[config.mk]
export PLATFORM = sky130hd
export DESIGN_NAME = pic_bus_sequencer
export DESIGN_NICKNAME = d
export VERILOG_FILES = /design/src/rtl/pic_bus_sequencer.sv
export SDC_FILE = /design/constraint.sdc
export NUM_CORES = 1
export LEC_CHECK = 0
export CAP_MARGIN = 10
export CORE_UTILIZATION = 38
export CTS_CLUSTER_DIAMETER = 60
export DETAILED_ROUTE_END_ITERATION = 6
export GPL_ROUTABILITY_DRIVEN = 0
export GPL_TIMING_DRIVEN = 0
export HOLD_SLACK_MARGIN = 0.12
export PLACE_DENSITY_LB_ADDON = 0.08
export SYNTH_ARGS = -nofsm -noshare
export SYNTH_HDL_FRONTEND = slang
export SYNTH_SLANG_ARGS = --single-unit
[constraint.sdc]
create_clock -name clk -period 4.64 [get_ports clk]
set_input_delay 0.696 -clock clk [delete_from_list [all_inputs] [get_ports clk]]
set_output_delay 0.696 -clock clk [all_outputs]
set_load 0.02 [all_outputs]
[src/rtl/pic_bus_sequencer.sv]
// Drives an 8259-style PIC bus: ICW/OCW init writes, INTA handshake, EOI writes.
// Latency: start -> first write SETUP next clk; each bus cycle STROBE_CYCLES+2 clks.
// Backpressure: start ignored while busy; eoi_req outside READY held in one pending flag.
// Optional status read (OCW3 + RD cycle) enabled by PIC_SEQ_STATUS_READ_EN.
module pic_bus_sequencer #(
    parameter int STROBE_CYCLES = 2
) (
    input  logic       clk,
    input  logic       rst_n,
    input  logic       start,
    output logic       busy,
    output logic       init_done,
    input  logic       cfg_ltim,
    input  logic       cfg_sngl,
    input  logic       cfg_ic4,
    input  logic       cfg_aeoi,
    input  logic [4:0] cfg_vec_base,
    input  logic [7:0] cfg_icw3,
    input  logic [7:0] cfg_mask,
    output logic       WD,
    output logic       RD,
    output logic       A0,
    output logic [7:0] dout,
    output logic       dout_en,
    input  logic [7:0] din,
    input  logic       INT,
    output logic       INTA,
    input  logic       eoi_req,
    output logic       vec_valid,
    output logic [7:0] vec
`ifdef PIC_SEQ_STATUS_READ_EN
    ,
    input  logic       stat_req,
    input  logic       stat_sel,
    output logic [7:0] stat,
    output logic       stat_valid
`endif
);

    localparam logic [3:0] SC    = 4'(STROBE_CYCLES);
    localparam logic [3:0] SC_M1 = 4'(STROBE_CYCLES - 1);
    localparam logic [3:0] SC_P1 = 4'(STROBE_CYCLES + 1);

    typedef enum logic [3:0] {
        IDLE, W_ICW1, W_ICW2, W_ICW3, W_ICW4, W_OCW1, READY,
        ACK1, ACK_GAP, ACK2, W_EOI
`ifdef PIC_SEQ_STATUS_READ_EN
        , W_OCW3, R_STAT
`endif
    } state_t;

    state_t     state, state_nxt;
    logic [3:0] sub, sub_nxt;

    logic       ltim_q, sngl_q, ic4_q, aeoi_q;
    logic [4:0] vec_base_q;
    logic [7:0] icw3_q, mask_q;
    logic       eoi_pend;

    logic       start_acc, eoi_go, wr_last, in_strobe, ack_last;
    logic       wr_cyc, rd_cyc, a0_sel;
    logic [7:0] wr_byte;

`ifdef PIC_SEQ_STATUS_READ_EN
    logic       sel_q;
`endif

    assign start_acc = start && (state == IDLE || state == READY);
    assign eoi_go    = (eoi_pend || eoi_req) && !aeoi_q;
    assign wr_last   = (sub == SC_P1);
    assign ack_last  = (sub == SC_M1);
    assign in_strobe = (sub >= 4'd1) && (sub <= SC);
    assign busy      = (state != IDLE) && (state != READY);

    // Byte/address for the current bus cycle; everything else idles the bus.
    always_comb begin
        wr_cyc  = 1'b0;
        rd_cyc  = 1'b0;
        a0_sel  = 1'b0;
        wr_byte = 8'h00;
        case (state)
            W_ICW1: begin wr_cyc = 1'b1; wr_byte = {3'b000, 1'b1, ltim_q, 1'b0, sngl_q, ic4_q}; end
            W_ICW2: begin wr_cyc = 1'b1; a0_sel = 1'b1; wr_byte = {vec_base_q, 3'b000}; end
            W_ICW3: begin wr_cyc = 1'b1; a0_sel = 1'b1; wr_byte = icw3_q; end
            W_ICW4: begin wr_cyc = 1'b1; a0_sel = 1'b1; wr_byte = {6'b000000, aeoi_q, 1'b1}; end
            W_OCW1: begin wr_cyc = 1'b1; a0_sel = 1'b1; wr_byte = mask_q; end
            W_EOI:  begin wr_cyc = 1'b1; wr_byte = 8'h20; end
`ifdef PIC_SEQ_STATUS_READ_EN
            W_OCW3: begin wr_cyc = 1'b1; wr_byte = {6'b000010, 1'b1, sel_q}; end
            R_STAT: rd_cyc = 1'b1;
`endif
            default: ;
        endcase
    end

    always_comb begin
        WD      = !(wr_cyc && in_strobe);
        dout_en = wr_cyc;
        dout    = wr_cyc ? wr_byte : 8'h00;
        A0      = (wr_cyc || rd_cyc) ? a0_sel : 1'b0;
        INTA    = !(state == ACK1 || state == ACK2);
`ifdef PIC_SEQ_STATUS_READ_EN
        RD      = !(rd_cyc && in_strobe);
`else
        RD      = 1'b1;
`endif
    end

    always_comb begin
        state_nxt = state;
        case (state)
            IDLE:    if (start) state_nxt = W_ICW1;
            READY: begin
                if (start)       state_nxt = W_ICW1;
                else if (eoi_go) state_nxt = W_EOI;
                else if (INT)    state_nxt = ACK1;
`ifdef PIC_SEQ_STATUS_READ_EN
                else if (stat_req) state_nxt = W_OCW3;
`endif
            end
            W_ICW1:  if (wr_last) state_nxt = W_ICW2;
            W_ICW2:  if (wr_last) state_nxt = !sngl_q ? W_ICW3 : (ic4_q ? W_ICW4 : W_OCW1);
            W_ICW3:  if (wr_last) state_nxt = ic4_q ? W_ICW4 : W_OCW1;
            W_ICW4:  if (wr_last) state_nxt = W_OCW1;
            W_OCW1:  if (wr_last) state_nxt = READY;
            W_EOI:   if (wr_last) state_nxt = READY;
            ACK1:    if (ack_last) state_nxt = ACK_GAP;
            ACK_GAP: if (sub == 4'd1) state_nxt = ACK2;
            ACK2:    if (ack_last) state_nxt = READY;
`ifdef PIC_SEQ_STATUS_READ_EN
            W_OCW3:  if (wr_last) state_nxt = R_STAT;
            R_STAT:  if (wr_last) state_nxt = READY;
`endif
            default: state_nxt = IDLE;
        endcase
        sub_nxt = (state_nxt != state || state == IDLE || state == READY) ? 4'd0 : sub + 4'd1;
    end

    always_ff @(posedge clk) begin
        if (!rst_n) begin
            state      <= IDLE;
            sub        <= 4'd0;
            init_done  <= 1'b0;
            vec        <= 8'h00;
            vec_valid  <= 1'b0;
            eoi_pend   <= 1'b0;
            ltim_q     <= 1'b0;
            sngl_q     <= 1'b0;
            ic4_q      <= 1'b0;
            aeoi_q     <= 1'b0;
            vec_base_q <= 5'd0;
            icw3_q     <= 8'h00;
            mask_q     <= 8'h00;
        end else begin
            state     <= state_nxt;
            sub       <= sub_nxt;
            vec_valid <= 1'b0;
            if (start_acc) begin
                init_done  <= 1'b0;
                ltim_q     <= cfg_ltim;
                sngl_q     <= cfg_sngl;
                ic4_q      <= cfg_ic4;
                aeoi_q     <= cfg_aeoi;
                vec_base_q <= cfg_vec_base;
                icw3_q     <= cfg_icw3;
                mask_q     <= cfg_mask;
            end
            if (state == W_OCW1 && wr_last)
                init_done <= 1'b1;
            if (state == ACK2 && ack_last) begin
                vec       <= din;
                vec_valid <= 1'b1;
            end
            // A request that arrives while one is being dispatched is kept for later.
            if (state == READY && state_nxt == W_EOI)
                eoi_pend <= 1'b0;
            else if (eoi_req && !aeoi_q)
                eoi_pend <= 1'b1;
        end
    end

`ifdef PIC_SEQ_STATUS_READ_EN
    always_ff @(posedge clk) begin
        if (!rst_n) begin
            sel_q      <= 1'b0;
            stat       <= 8'h00;
            stat_valid <= 1'b0;
        end else begin
            stat_valid <= 1'b0;
            if (state == READY && state_nxt == W_OCW3)
                sel_q <= stat_sel;
            if (state == R_STAT && sub == SC)
                stat <= din;
            if (state == R_STAT && wr_last)
                stat_valid <= 1'b1;
        end
    end
`endif

endmodule

==> impl_metrics.toml <==
[status]
status = "finished clean"

[worst_setup_path]
critPathArrivalTime_ps = 2720
crit_path_end_kind = "output port"
path_class = "flip-flop to output port"
worstPathMaxFanout = 10
startpoint_type = "flip-flop"
required_ps = 3940

[clock_network]
cts_root_buf = "clkbuf_8"
max-clock-path-buffers = 2
cts-hold-fix-buffers = 0
cts_setup_buffers = 0
path_clk_slew_ps = 80
numCtsBuffers = 5
htreeDepth = 2
cts_resized = 0
clock-sinks = 44
clock_latency_ps = 310
cts_tree = "yes"

[layout]
drive_gt1_share_pct = 5.68
syn2layout_area_growth_pct = 34.5
layout.cells.non_filler = 424
layout.nets = 394
nFillCells = 605
n_antenna_cell = 0

[yosys]
ys_types = 49
syn_inst = 285
ys.warnings.count = 0
synth_edf_count = 0
synth_top_area_cell = "dfxtp_1"
ys_ff_latch = 44
synthMuxAreaShare_pct = 6.82
synth_compound_area_share_pct = 20.4
async_flop_share_pct = 0
synth_area_leaders = "dfxtp_1, nand2_1, a21oi_1"
seq_area_frac_synth_pct = 39.3
synth.avg_cell_area_um2 = 7.86
netlist_area_mm2 = 0.00224
syn_nets = 327
synth_top_area_share_pct = 39.3
yosys.area_share.adder_pct = 2.23
synthFlopType = "dfxtp_1"
synthTopCellsByCount = "nand2_1, dfxtp_1, a21oi_1, nor2_1, mux2i_1"
synth_xor_xnor_area_share_pct = 0.782
synth_top_family_by_area = "simple AND/OR/NAND/NOR gates"
post-synth-top-count-cell = "nand2_1"
synth-simple-area-share_pct = 25.0

[route]
antenna_left = 0
wirelength_um = 5880
avgRoutedWirePerCell_um = 13.9
drt_iter0_markers = 230
first_pass_iters = 4
vias = 2173
viasPerCell = 5.13
drc = 0

[power]
pwr-share-clk_pct = 31.3
intPower_w = 0.000557
p_total_w = 0.000764
combPwrFrac_pct = 16.0
pwr_density_cell_mw_per_mm2 = 254
seqPwrFrac_pct = 52.7
swShare_pct = 27.2
p_sw_w = 0.000208
p_leak_nw = 1.15
irDropWorstVdd_v = 0.000168

[sta]
tightest_slew_ps = 819
max_freq_mhz = 293
post-route-period-util_pct = 73.6
rsz0062_at_grt = "false"
hold_viol_final = 0
setup_viol = 0
slew_viol_final = 0
min_period_ps = 3410
skew_ps = 10.5
relSlewSlack_pct = 45.3
finalSetupTns_ps = 0

[global_routing]
antenna_found_initial = 0
grt_pass1_vias = 2052
grt-ovfl-total = 0
grt_pass1_wl_um = 9740
grt_max_degree = 14
grt.total_usage_pct = 20.2

[placement]
io_buffer_count = 60
hpwl_um = 4320
place_inst = 417

[die]
die_w_um = 78.8
die_h_um = 78.8
io_pins = 62
rows = 27
initial_utilization_pct = 39.9
dieArea_mm2 = 0.00620
core_mm2 = 0.00561

[min_path]
hp-class = "flip-flop to flip-flop"

[job]
drv_cap = 0
[sequential cells by signal, indices dropped and copies added, names as in the netlist, 4 cells and up]
register,cells
icw3_q,8
vec,8
sub,4
state,4
vec_base_q,5
mask_q,8
[routing by layer]
metal	global-route usage (%)	routed length, um	up-vias
li1	-	-	1115
met1	28.4	2900	993
met2	30.8	2590	57
met3	3.91	308	8
met4	6.48	78	0
met5	0	0	-
[worst paths after layout]
| kind | start | endpoint | slack, ps | depth (start not counted) |
|---|---|---|---|---|
| hold reg to reg | vec_base_q[4]$_SDFFE_PN0P_ | vec_base_q[4]$_SDFFE_PN0P_ | 460 | 2 |
| hold / removal | vec_base_q[4]$_SDFFE_PN0P_ | vec_base_q[4]$_SDFFE_PN0P_ | 460 | 2 |
| setup / recovery | state[0]$_SDFF_PN0_ | dout[6] | 1230 | 6 |
| setup reg to reg | sub[0]$_SDFF_PP0_ | sub[1]$_SDFF_PP0_ | 2350 | 6 |
[power groups by stage]
stage / sequential (W) / combinational [W] / clock (W)
floorplan: 0.000408 / 0.0000674 / 0
global placement: 0.000411 / 0.000122 / 0
detailed placement: 0.000412 / 0.000123 / 0
CTS: 0.000403 / 0.000123 / 0.000241
global route: 0.000405 / 0.000136 / 0.000257
finish: 0.000403 / 0.000122 / 0.000239
[cell families (layout without fill, tap and decap cells)]
logic type | count (synthesis) | in the layout
flops | 44 | 44
buf+inv | 29 | 96
xor+xnor | 2 | 2
other cells | 1 | 1
mux | 15 | 15
compound gates | 72 | 72
fa+ha+maj | 4 | 4
simple gates | 118 | 118
[cell type report]
cell class / instances / area (um^2) / share of cell area (%)
Inverter: 9 / 33.8 / 1.12
Sequential cell: 44 / 881 / 29.2
Timing Repair Buffer: 60 / 601 / 19.9
Clock buffer: 5 / 68.8 / 2.29
Clock inverter: 2 / 12.5 / 0.415
Tap cell: 72 / 90.1 / 2.99
Multi-Input combinational cell: 212 / 1240 / 41.2
Buffer: 20 / 85.1 / 2.83
[stage by stage]
stage               util, %  setup WS [ps]  area (um^2)  hold slack [ps]
finish                 53.7           1230         3010              460
global route           53.7           1040         3010              483
CTS                    53.7           1230         3010              458
global placement       52.3           1540         2930              441
floorplan                 -           2240         2240              433
detailed placement     52.3           1580         2930              447
[worst max-delay path, cell delays in order, from the launching register on]
cell and delay, ps:
dfxtp_1 400, buf_2 230, buf_2 240, buf_1 500, mux2i_1 170, o31ai_1 230
clkdlybuf4s50_1 650
[cell usage in the layout, fill, tap and decap left out, types with 3 or more instances in the layout]
cell	synthesis	final
a211oi_1	5	5
nor3_1	4	4
nor2b_1	8	8
clkbuf_8	0	5
and2_1	3	3
o31ai_1	5	5
nand3_1	3	3
a21oi_1	37	37
clkdlybuf4s50_1	0	60
nor2_1	24	24
nand2_1	55	55
nand4_1	4	4
clkbuf_1	12	12
a32oi_1	3	3
buf_2	5	5
dfxtp_1	44	44
nand2b_1	7	7
o21a_1	3	3
ha_1	4	4
inv_1	9	9
mux2i_1	13	13
Power figures use the tool's default switching activity.
